[config.mk]
export PLATFORM = sky130hd
export DESIGN_NAME = sram_rr_arbiter
export DESIGN_NICKNAME = d
export VERILOG_FILES = /design/src/rtl/sram_arb_pkg.sv /design/src/rtl/sram_rr_arbiter_rr_select.sv /design/src/rtl/sram_rr_arbiter.sv
export SDC_FILE = /design/constraint.sdc
export NUM_CORES = 1
export LEC_CHECK = 0
export CORE_ASPECT_RATIO = 1.25
export CORE_UTILIZATION = 36
export CTS_BUF_LIST = sky130_fd_sc_hd__clkbuf_4 sky130_fd_sc_hd__clkbuf_8
export DETAILED_ROUTE_END_ITERATION = 6
export PLACE_DENSITY_LB_ADDON = 0.12
export SETUP_SLACK_MARGIN = 0.5
export SLEW_MARGIN = 20
export SYNTH_ARGS = -nofsm -noshare
export SYNTH_HDL_FRONTEND = slang
export SYNTH_SLANG_ARGS = --single-unit
[constraint.sdc]
create_clock -name Clk -period 9 [get_ports Clk]
set_input_delay 2.25 -clock Clk [delete_from_list [all_inputs] [get_ports Clk]]
set_output_delay 2.25 -clock Clk [all_outputs]
set_load 0.005 [all_outputs]
[src/rtl/sram_arb_pkg.sv]
// Shared types and constants for the round-robin SRAM arbiter.
package sram_arb_pkg;

  // Access sequencer states: one SETUP cycle, ACCESS_CYCLES strobe cycles, one HOLD cycle.
  typedef enum logic [1:0] {
    IDLE,
    SETUP,
    ACCESS,
    HOLD
  } arb_state_e;

  // Operation latched at grant time.
  typedef enum logic {
    OP_RD,
    OP_WR
  } arb_op_e;

  localparam int DEFAULT_ACCESS_CYCLES = 2;

  // grant_id and the round-robin pointer are always 3 bits wide (up to 8 requesters).
  localparam int GRANT_W = 3;

endpackage

[src/rtl/sram_rr_arbiter_rr_select.sv]
// Combinational round-robin picker: the first pending requester after the
// pointer, wrapping modulo NUM_REQ.
module rr_select
  import sram_arb_pkg::*;
#(
  parameter int NUM_REQ = 5
) (
  input  logic [NUM_REQ-1:0] pend_i,
  input  logic [GRANT_W-1:0] pointer_i,
  output logic [GRANT_W-1:0] grant_o,
  output logic               valid_o
);

  // idxAt[r] is the requester index that sits r+1 positions after the pointer.
  logic [GRANT_W-1:0] idxAt [NUM_REQ];
  logic [NUM_REQ-1:0] hitAt;
  logic [NUM_REQ:0]   seen;
  logic [GRANT_W-1:0] acc [NUM_REQ+1];

  assign seen[0] = 1'b0;
  assign acc[0]  = '0;

  // Walk the search order; only the first pending position contributes its index.
  for (genvar r = 0; r < NUM_REQ; r++) begin : g_rank
    assign idxAt[r]  = GRANT_W'((int'(pointer_i) + 1 + r) % NUM_REQ);
    assign hitAt[r]  = pend_i[idxAt[r]];
    assign seen[r+1] = seen[r] | hitAt[r];
    assign acc[r+1]  = acc[r] | ((hitAt[r] && !seen[r]) ? idxAt[r] : '0);
  end

  assign valid_o = seen[NUM_REQ];
  assign grant_o = acc[NUM_REQ];

endmodule

[src/rtl/sram_rr_arbiter.sv]
// Round-robin arbiter and access sequencer sharing one async SRAM port
// between NUM_REQ requesters, with fixed setup/strobe/hold timing.
module sram_rr_arbiter
  import sram_arb_pkg::*;
#(
  parameter int NUM_REQ       = 5,
  parameter int AW            = 16,
  parameter int DW            = 16,
  parameter int ACCESS_CYCLES = DEFAULT_ACCESS_CYCLES
) (
  input  logic                  Clk,
  input  logic                  Reset,
  input  logic [NUM_REQ-1:0]    writeRequest,
  input  logic [NUM_REQ-1:0]    readRequest,
  input  logic [NUM_REQ*AW-1:0] req_addr,
  input  logic [NUM_REQ*DW-1:0] req_wdata,
  input  logic [DW-1:0]         sram_rdata,
  output logic [AW-1:0]         addressToSRAM,
  output logic [DW-1:0]         sram_wdata,
  output logic                  drive_en,
  output logic                  SRAM_CE_N,
  output logic                  SRAM_WE_N,
  output logic                  SRAM_OE_N,
  output logic [DW-1:0]         DataToCPUs,
  output logic [NUM_REQ-1:0]    requestDone,
  output logic [GRANT_W-1:0]    grant_id
);

  localparam int CW = (ACCESS_CYCLES > 1) ? $clog2(ACCESS_CYCLES) : 1;
  localparam logic [CW-1:0] LAST_CNT = CW'(ACCESS_CYCLES - 1);

  arb_state_e         state_q;
  logic [CW-1:0]      cnt_q;
  logic [GRANT_W-1:0] ptr_q;
  logic [GRANT_W-1:0] grant_q;
  arb_op_e            op_q;
  logic [AW-1:0]      addr_q;
  logic [DW-1:0]      wdata_q;
  logic               ceN_q;
  logic               weN_q;
  logic               oeN_q;
  logic               drive_q;
  logic [DW-1:0]      rdata_q;
  logic [NUM_REQ-1:0] done_q;

  logic [NUM_REQ-1:0] pend;
  logic [GRANT_W-1:0] selGrant;
  logic               selValid;

  logic [AW-1:0]      reqAddrArr  [NUM_REQ];
  logic [DW-1:0]      reqWdataArr [NUM_REQ];
  logic [NUM_REQ-1:0] doneVec_d;
  arb_op_e            op_d;
  logic [AW-1:0]      addr_d;
  logic [DW-1:0]      wdata_d;

  assign pend = writeRequest | readRequest;

  rr_select #(
    .NUM_REQ(NUM_REQ)
  ) u_rr_select (
    .pend_i   (pend),
    .pointer_i(ptr_q),
    .grant_o  (selGrant),
    .valid_o  (selValid)
  );

  // Unpack per-requester fields and build the one-hot completion vector for the current grant.
  for (genvar i = 0; i < NUM_REQ; i++) begin : g_unpack
    assign reqAddrArr[i]  = req_addr[i*AW +: AW];
    assign reqWdataArr[i] = req_wdata[i*DW +: DW];
    assign doneVec_d[i]   = (grant_q == GRANT_W'(i));
  end

  // Values latched at the grant edge; write wins when a requester asks for both.
  assign op_d    = writeRequest[selGrant] ? OP_WR : OP_RD;
  assign addr_d  = reqAddrArr[selGrant];
  assign wdata_d = reqWdataArr[selGrant];

  // Sequencer FSM with registered SRAM strobes, bus enable, read data and done pulse.
  always_ff @(posedge Clk or negedge Reset) begin
    if (!Reset) begin
      state_q <= IDLE;
      cnt_q   <= '0;
      ptr_q   <= GRANT_W'(NUM_REQ - 1);
      grant_q <= '0;
      op_q    <= OP_RD;
      addr_q  <= '0;
      wdata_q <= '0;
      ceN_q   <= 1'b1;
      weN_q   <= 1'b1;
      oeN_q   <= 1'b1;
      drive_q <= 1'b0;
      rdata_q <= '0;
      done_q  <= '0;
    end else begin
      case (state_q)
        IDLE: begin
          if (selValid) begin
            state_q <= SETUP;
            grant_q <= selGrant;
            op_q    <= op_d;
            addr_q  <= addr_d;
            ceN_q   <= 1'b0;
            drive_q <= (op_d == OP_WR);
            if (op_d == OP_WR) begin
              wdata_q <= wdata_d;
            end
          end
        end
        SETUP: begin
          state_q <= ACCESS;
          cnt_q   <= '0;
          if (op_q == OP_WR) begin
            weN_q <= 1'b0;
          end else begin
            oeN_q <= 1'b0;
          end
        end
        ACCESS: begin
          if (cnt_q == LAST_CNT) begin
            state_q <= HOLD;
            weN_q   <= 1'b1;
            oeN_q   <= 1'b1;
            done_q  <= doneVec_d;
            if (op_q == OP_RD) begin
              rdata_q <= sram_rdata;
            end
          end else begin
            cnt_q <= cnt_q + 1'b1;
          end
        end
        HOLD: begin
          state_q <= IDLE;
          done_q  <= '0;
          ceN_q   <= 1'b1;
          drive_q <= 1'b0;
          ptr_q   <= grant_q;
        end
        default: begin
          state_q <= IDLE;
        end
      endcase
    end
  end

  assign addressToSRAM = addr_q;
  assign sram_wdata    = wdata_q;
  assign drive_en      = drive_q;
  assign SRAM_CE_N     = ceN_q;
  assign SRAM_WE_N     = weN_q;
  assign SRAM_OE_N     = oeN_q;
  assign DataToCPUs    = rdata_q;
  assign requestDone   = done_q;
  assign grant_id      = grant_q;

endmodule

==> qor.csv <==
stage,metric,value,unit
worst_setup_path,chain of cells forming the critical path,buf_4 -> nand3_2 -> inv_2 -> ha_1 -> buf_4 -> nand2_1 -> xnor2_1 -> ha_1 -> nor2b_1 -> a21o_1 -> o21ai_0 -> nand2_1 -> ha_1 -> nor2b_1 -> o311ai_2 -> mux2i_1 -> nor3_1 -> a21oi_1 -> nor3_1 -> and3b_1 -> o311a_1 -> nor4_4 -> a22o_1 -> a41oi_1,
worst_setup_path,required time worst endpoint,9180,ps
clock_tree,clock tree sinks,67,
timing,number of endpoints with negative hold slack in the final report,0,
die,initial core utilization,36.6,%
worst_setup_path,cell type group with the largest total delay on the critical path,compound AO/OA/AOI/OAI gates,
placed_design,IO buf count,247,
worst_setup_path,kind of critical path,reg -> reg,
synthesis,number of distinct library cell variants in the gate-level netlist after synthesis,84,
placed_design,standard cell area after detailed placement,9780,µm²
timing,time the final worst path needs with I/O delays and setup,7760,ps
worst_setup_path,maximum net fanout on the critical path,31,
global_routing,wire length of the first global-routing pass,42600,µm
synthesis,adder-cell share of the synthesized area,7.40,%
finish,Layout Nets,1293,
synthesis,number of flops mapped to enable cells by yosys,0,
finish,core occupancy in the finished layout,51.6,%
hold_path,classification of the worst-slack hold path,reg -> reg,
finish,post-layout instance count excluding filler cells,1338,
outcome,result of the run,completed,
die,die width,128,µm
clock_tree,clock root buffer,sky130_fd_sc_hd__clkbuf_8,
timing,max-slew violation count,0,
finish,most common library cell in the layout ignoring fill and taps,sky130_fd_sc_hd__clkdlybuf4s50_1,
worst_setup_path,crit path DAT,7940,ps
worst_setup_path,buffers and inverters on the worst path,3,
worst_setup_path,type of destination of the critical path,register,
synthesis,sequential area share after synthesis,23.7,%
pwr,leakage dissipation,4.00,nW
finish,most used cells in the layout excluding fill and tap cells,"sky130_fd_sc_hd__clkdlybuf4s50_1, sky130_fd_sc_hd__dfrtp_1, sky130_fd_sc_hd__o21ai_0",
placed_design,instance count after placement with tap cells included,1316,
synthesis,warnings from Yosys,0,
die,# IOs,248,
worst_setup_path,Slowest Stage Delay on Critical Path,820,ps
pwr,power density over the cells,506,nW/µm²
clock_tree,number of buffers created by CTS,9,
pwr,VDD IR-drop max,0.353,mV
global_routing,total congestion overflow after global routing,0,
timing,Layout Skew,6.41,ps
global_routing,initial antenna violation count,5,
route,initial DRC count,397,
synthesis,synthesized area divided by synthesized cell count,8.36,µm²
clock_tree,worst-case clock buffer depth,2,
finish,# fillers,1878,
worst_setup_path,kind of launch point of the worst setup path,register,
route,post-route DRC violation count,0,
synthesis,Synth Net Count,1080,
synthesis,largest family of logic cells by synthesized area,compound AO/OA/AOI/OAI gates,
worst_setup_path,"reg-to-reg slack, setup",1240,ps
global_routing,total global-route track usage,26.7,%
worst_setup_path,critical-path cell with the highest stage delay,sky130_fd_sc_hd__nor4_4,
timing,max frequency,129,MHz
synthesis,Syn Std Cell Area,7100,µm²
synthesis,main area contributors after synthesis,"sky130_fd_sc_hd__dfrtp_1, sky130_fd_sc_hd__ha_1, sky130_fd_sc_hd__mux2i_1",
timing,Slew Limit Headroom,37.6,%
synthesis,largest area contributor in the netlist,sky130_fd_sc_hd__dfrtp_1,
clock_tree,CTS HTree Levels,3,
finish,share of post-route cells with drive strength above 1,8.71,%
finish,relative area change from synthesis to final layout,40.9,%
global_routing,number of global-route vias before repair,7810,
synthesis,commonest register cell after synthesis,sky130_fd_sc_hd__dfrtp_1,
synthesis,synthesized instance count,850,
clock_tree,post-CTS setup repair buffer count,0,
route,total wirelength of the detailed-routed design,27000,µm
clock_tree,TritonCTS clock tree,yes,
route,Antenna Violating Nets Remaining,0,
finish,fin area,10000,µm²
route,wire length per cell,20.2,µm
die,total die area,20300,µm²
timing,Setup Viol. Count Final,0,
synthesis,Yosys top cell area share,22.2,%
route,post-DR vias/cell,5.80,
global_routing,largest net degree at the start of global routing,68,
die,number of rows in the core area,57,
timing,sum of negative setup slack,0,ps
placed_design,global placer's final weighted congestion,0.902,
timing,post-route fraction of the period consumed by the critical path,86.2,%
synthesis,fraction of registers with async set/reset,100,%
die,core area,19400,µm²
synthesis,xor-xnor portion of the synthesized cell area,1.74,%
placed_design,HPWL after DPL,20400,µm
clock_tree,Worst-path clk slew,80,ps
die,die height,159,µm
job,reported max-cap violation count,0,
synthesis,total of flip-flops plus latches after synthesis,67,
route,Via Count,7767,
pwr,total power after layout,0.00506,W
route,First-pass DRT Iterations,5,
timing,Worst Tran Pin Value,928,ps
clock_tree,clock insertion delay at the later pin of the skew report,350,ps
synthesis,"synthesized-area fraction occupied by ao, oa, aoi and oai cells",29.4,%
worst_setup_path,Most Frequent Cell on Critical Path,sky130_fd_sc_hd__ha_1,
timing,unrepaired setup endpoints after global routing,false,
synthesis,"post-synthesis share of cell area spent on and, or, nand and nor gates",19.9,%
synthesis,multiplexer share of the synthesized area,12.2,%
## synthesized netlist by cell type (7+ instances only)
master / n
sky130_fd_sc_hd__a221oi_1: 32
sky130_fd_sc_hd__a41oi_1: 17
sky130_fd_sc_hd__clkbuf_1: 37
sky130_fd_sc_hd__o21a_1: 8
sky130_fd_sc_hd__a21o_1: 24
sky130_fd_sc_hd__nor3_1: 20
sky130_fd_sc_hd__o21ai_0: 63
sky130_fd_sc_hd__ha_1: 42
sky130_fd_sc_hd__mux2i_1: 49
sky130_fd_sc_hd__a211o_1: 21
sky130_fd_sc_hd__dfrtp_1: 63
sky130_fd_sc_hd__nand2b_1: 25
sky130_fd_sc_hd__nor2_1: 40
sky130_fd_sc_hd__buf_2: 16
sky130_fd_sc_hd__mux2_2: 24
sky130_fd_sc_hd__o22ai_1: 7
sky130_fd_sc_hd__nand2_1: 56
sky130_fd_sc_hd__nand3_1: 46
sky130_fd_sc_hd__a211oi_1: 7
sky130_fd_sc_hd__and2_1: 10
sky130_fd_sc_hd__nand4_1: 13
sky130_fd_sc_hd__nor2b_1: 10
sky130_fd_sc_hd__inv_1: 28
sky130_fd_sc_hd__o31ai_1: 19
sky130_fd_sc_hd__o211ai_1: 7
sky130_fd_sc_hd__xnor2_1: 8
sky130_fd_sc_hd__a21oi_1: 39
## report_power, final
group          switching, W  internal [W]  leakage [nW]  total (W)
Combinational       0.00246       0.00175          3.12    0.00421
Clock              0.000129      0.000144        0.0978   0.000273
Sequential         0.000118      0.000468         0.776   0.000586
## worst paths after layout
kind	endpoint	startpoint	cells past startpoint
setup / recovery	sram_wdata[7]	ptr_q[0]	24
hold / removal	requestDone[2]	requestDone[2]	2
setup reg to reg	sram_wdata[7]	ptr_q[0]	24
hold reg to reg	requestDone[2]	requestDone[2]	2
max in group asynchronous	requestDone[0]	Reset	1
min in group asynchronous	sram_wdata[1]	Reset	1
## flip-flops by register name, summed over array words and instances, names as in the netlist
name           count
requestDone        5
DataToCPUs        16
op_q               1
SRAM_OE_N          1
cnt_q              1
addressToSRAM     16
SRAM_CE_N          1
drive_en           1
grant_id           3
ptr_q              3
SRAM_WE_N          1
state_q            2
sram_wdata        16
## stage by stage
step,setup WS [ps],hold WS [ps]
after global routing,601,526
after CTS,1060,497
after global placement,1230,463
after detailed placement,1120,474
after floorplan,2090,471
final,1240,495
## area by class of cell
type	count	area (µm²)	area share, %
Clock inverter	5	61.3	0.612
Clock buffer	11	151	1.51
Timing Repair Buffer	264	2600	25.9
Antenna cell	5	12.5	0.125
Inverter	32	120	1.20
Multi-Input combinational cell	689	5060	50.5
Sequential cell	67	1680	16.8
Tap cell	265	332	3.31
## layer usage
layer	wire length, µm	vias up	global-route usage (%)
li1	-	3690	-
met1	10700	3741	31.0
met2	13700	279	47.5
met3	1330	57	4.10
met4	1150	0	13.0
met5	0	-	0
## worst min-delay path: stages (launching register included)
cell and delay (ps):
sky130_fd_sc_hd__dfrtp_1 360, sky130_fd_sc_hd__nand2_1 50, sky130_fd_sc_hd__o31ai_1 50
## kinds of logic (layout without fill, tap and decap cells)
kind of cell	after synthesis	after routing
AO/OA/AOI/OAI	290	291
flip-flops	67	67
XOR/XNOR	12	12
adder cells (fa/ha/maj)	42	42
buffers and inverters	95	312
multiplexers	78	78
AND/OR/NAND/NOR	266	266
other	0	5
## timing repair
item	4_1_cts	5_1_grt
endpoints found under the hold margin	0	0
resized for setup	0	0
endpoints found under the setup margin	0	16
hold buffers	0	0
(Power assumes the default switching activity.)
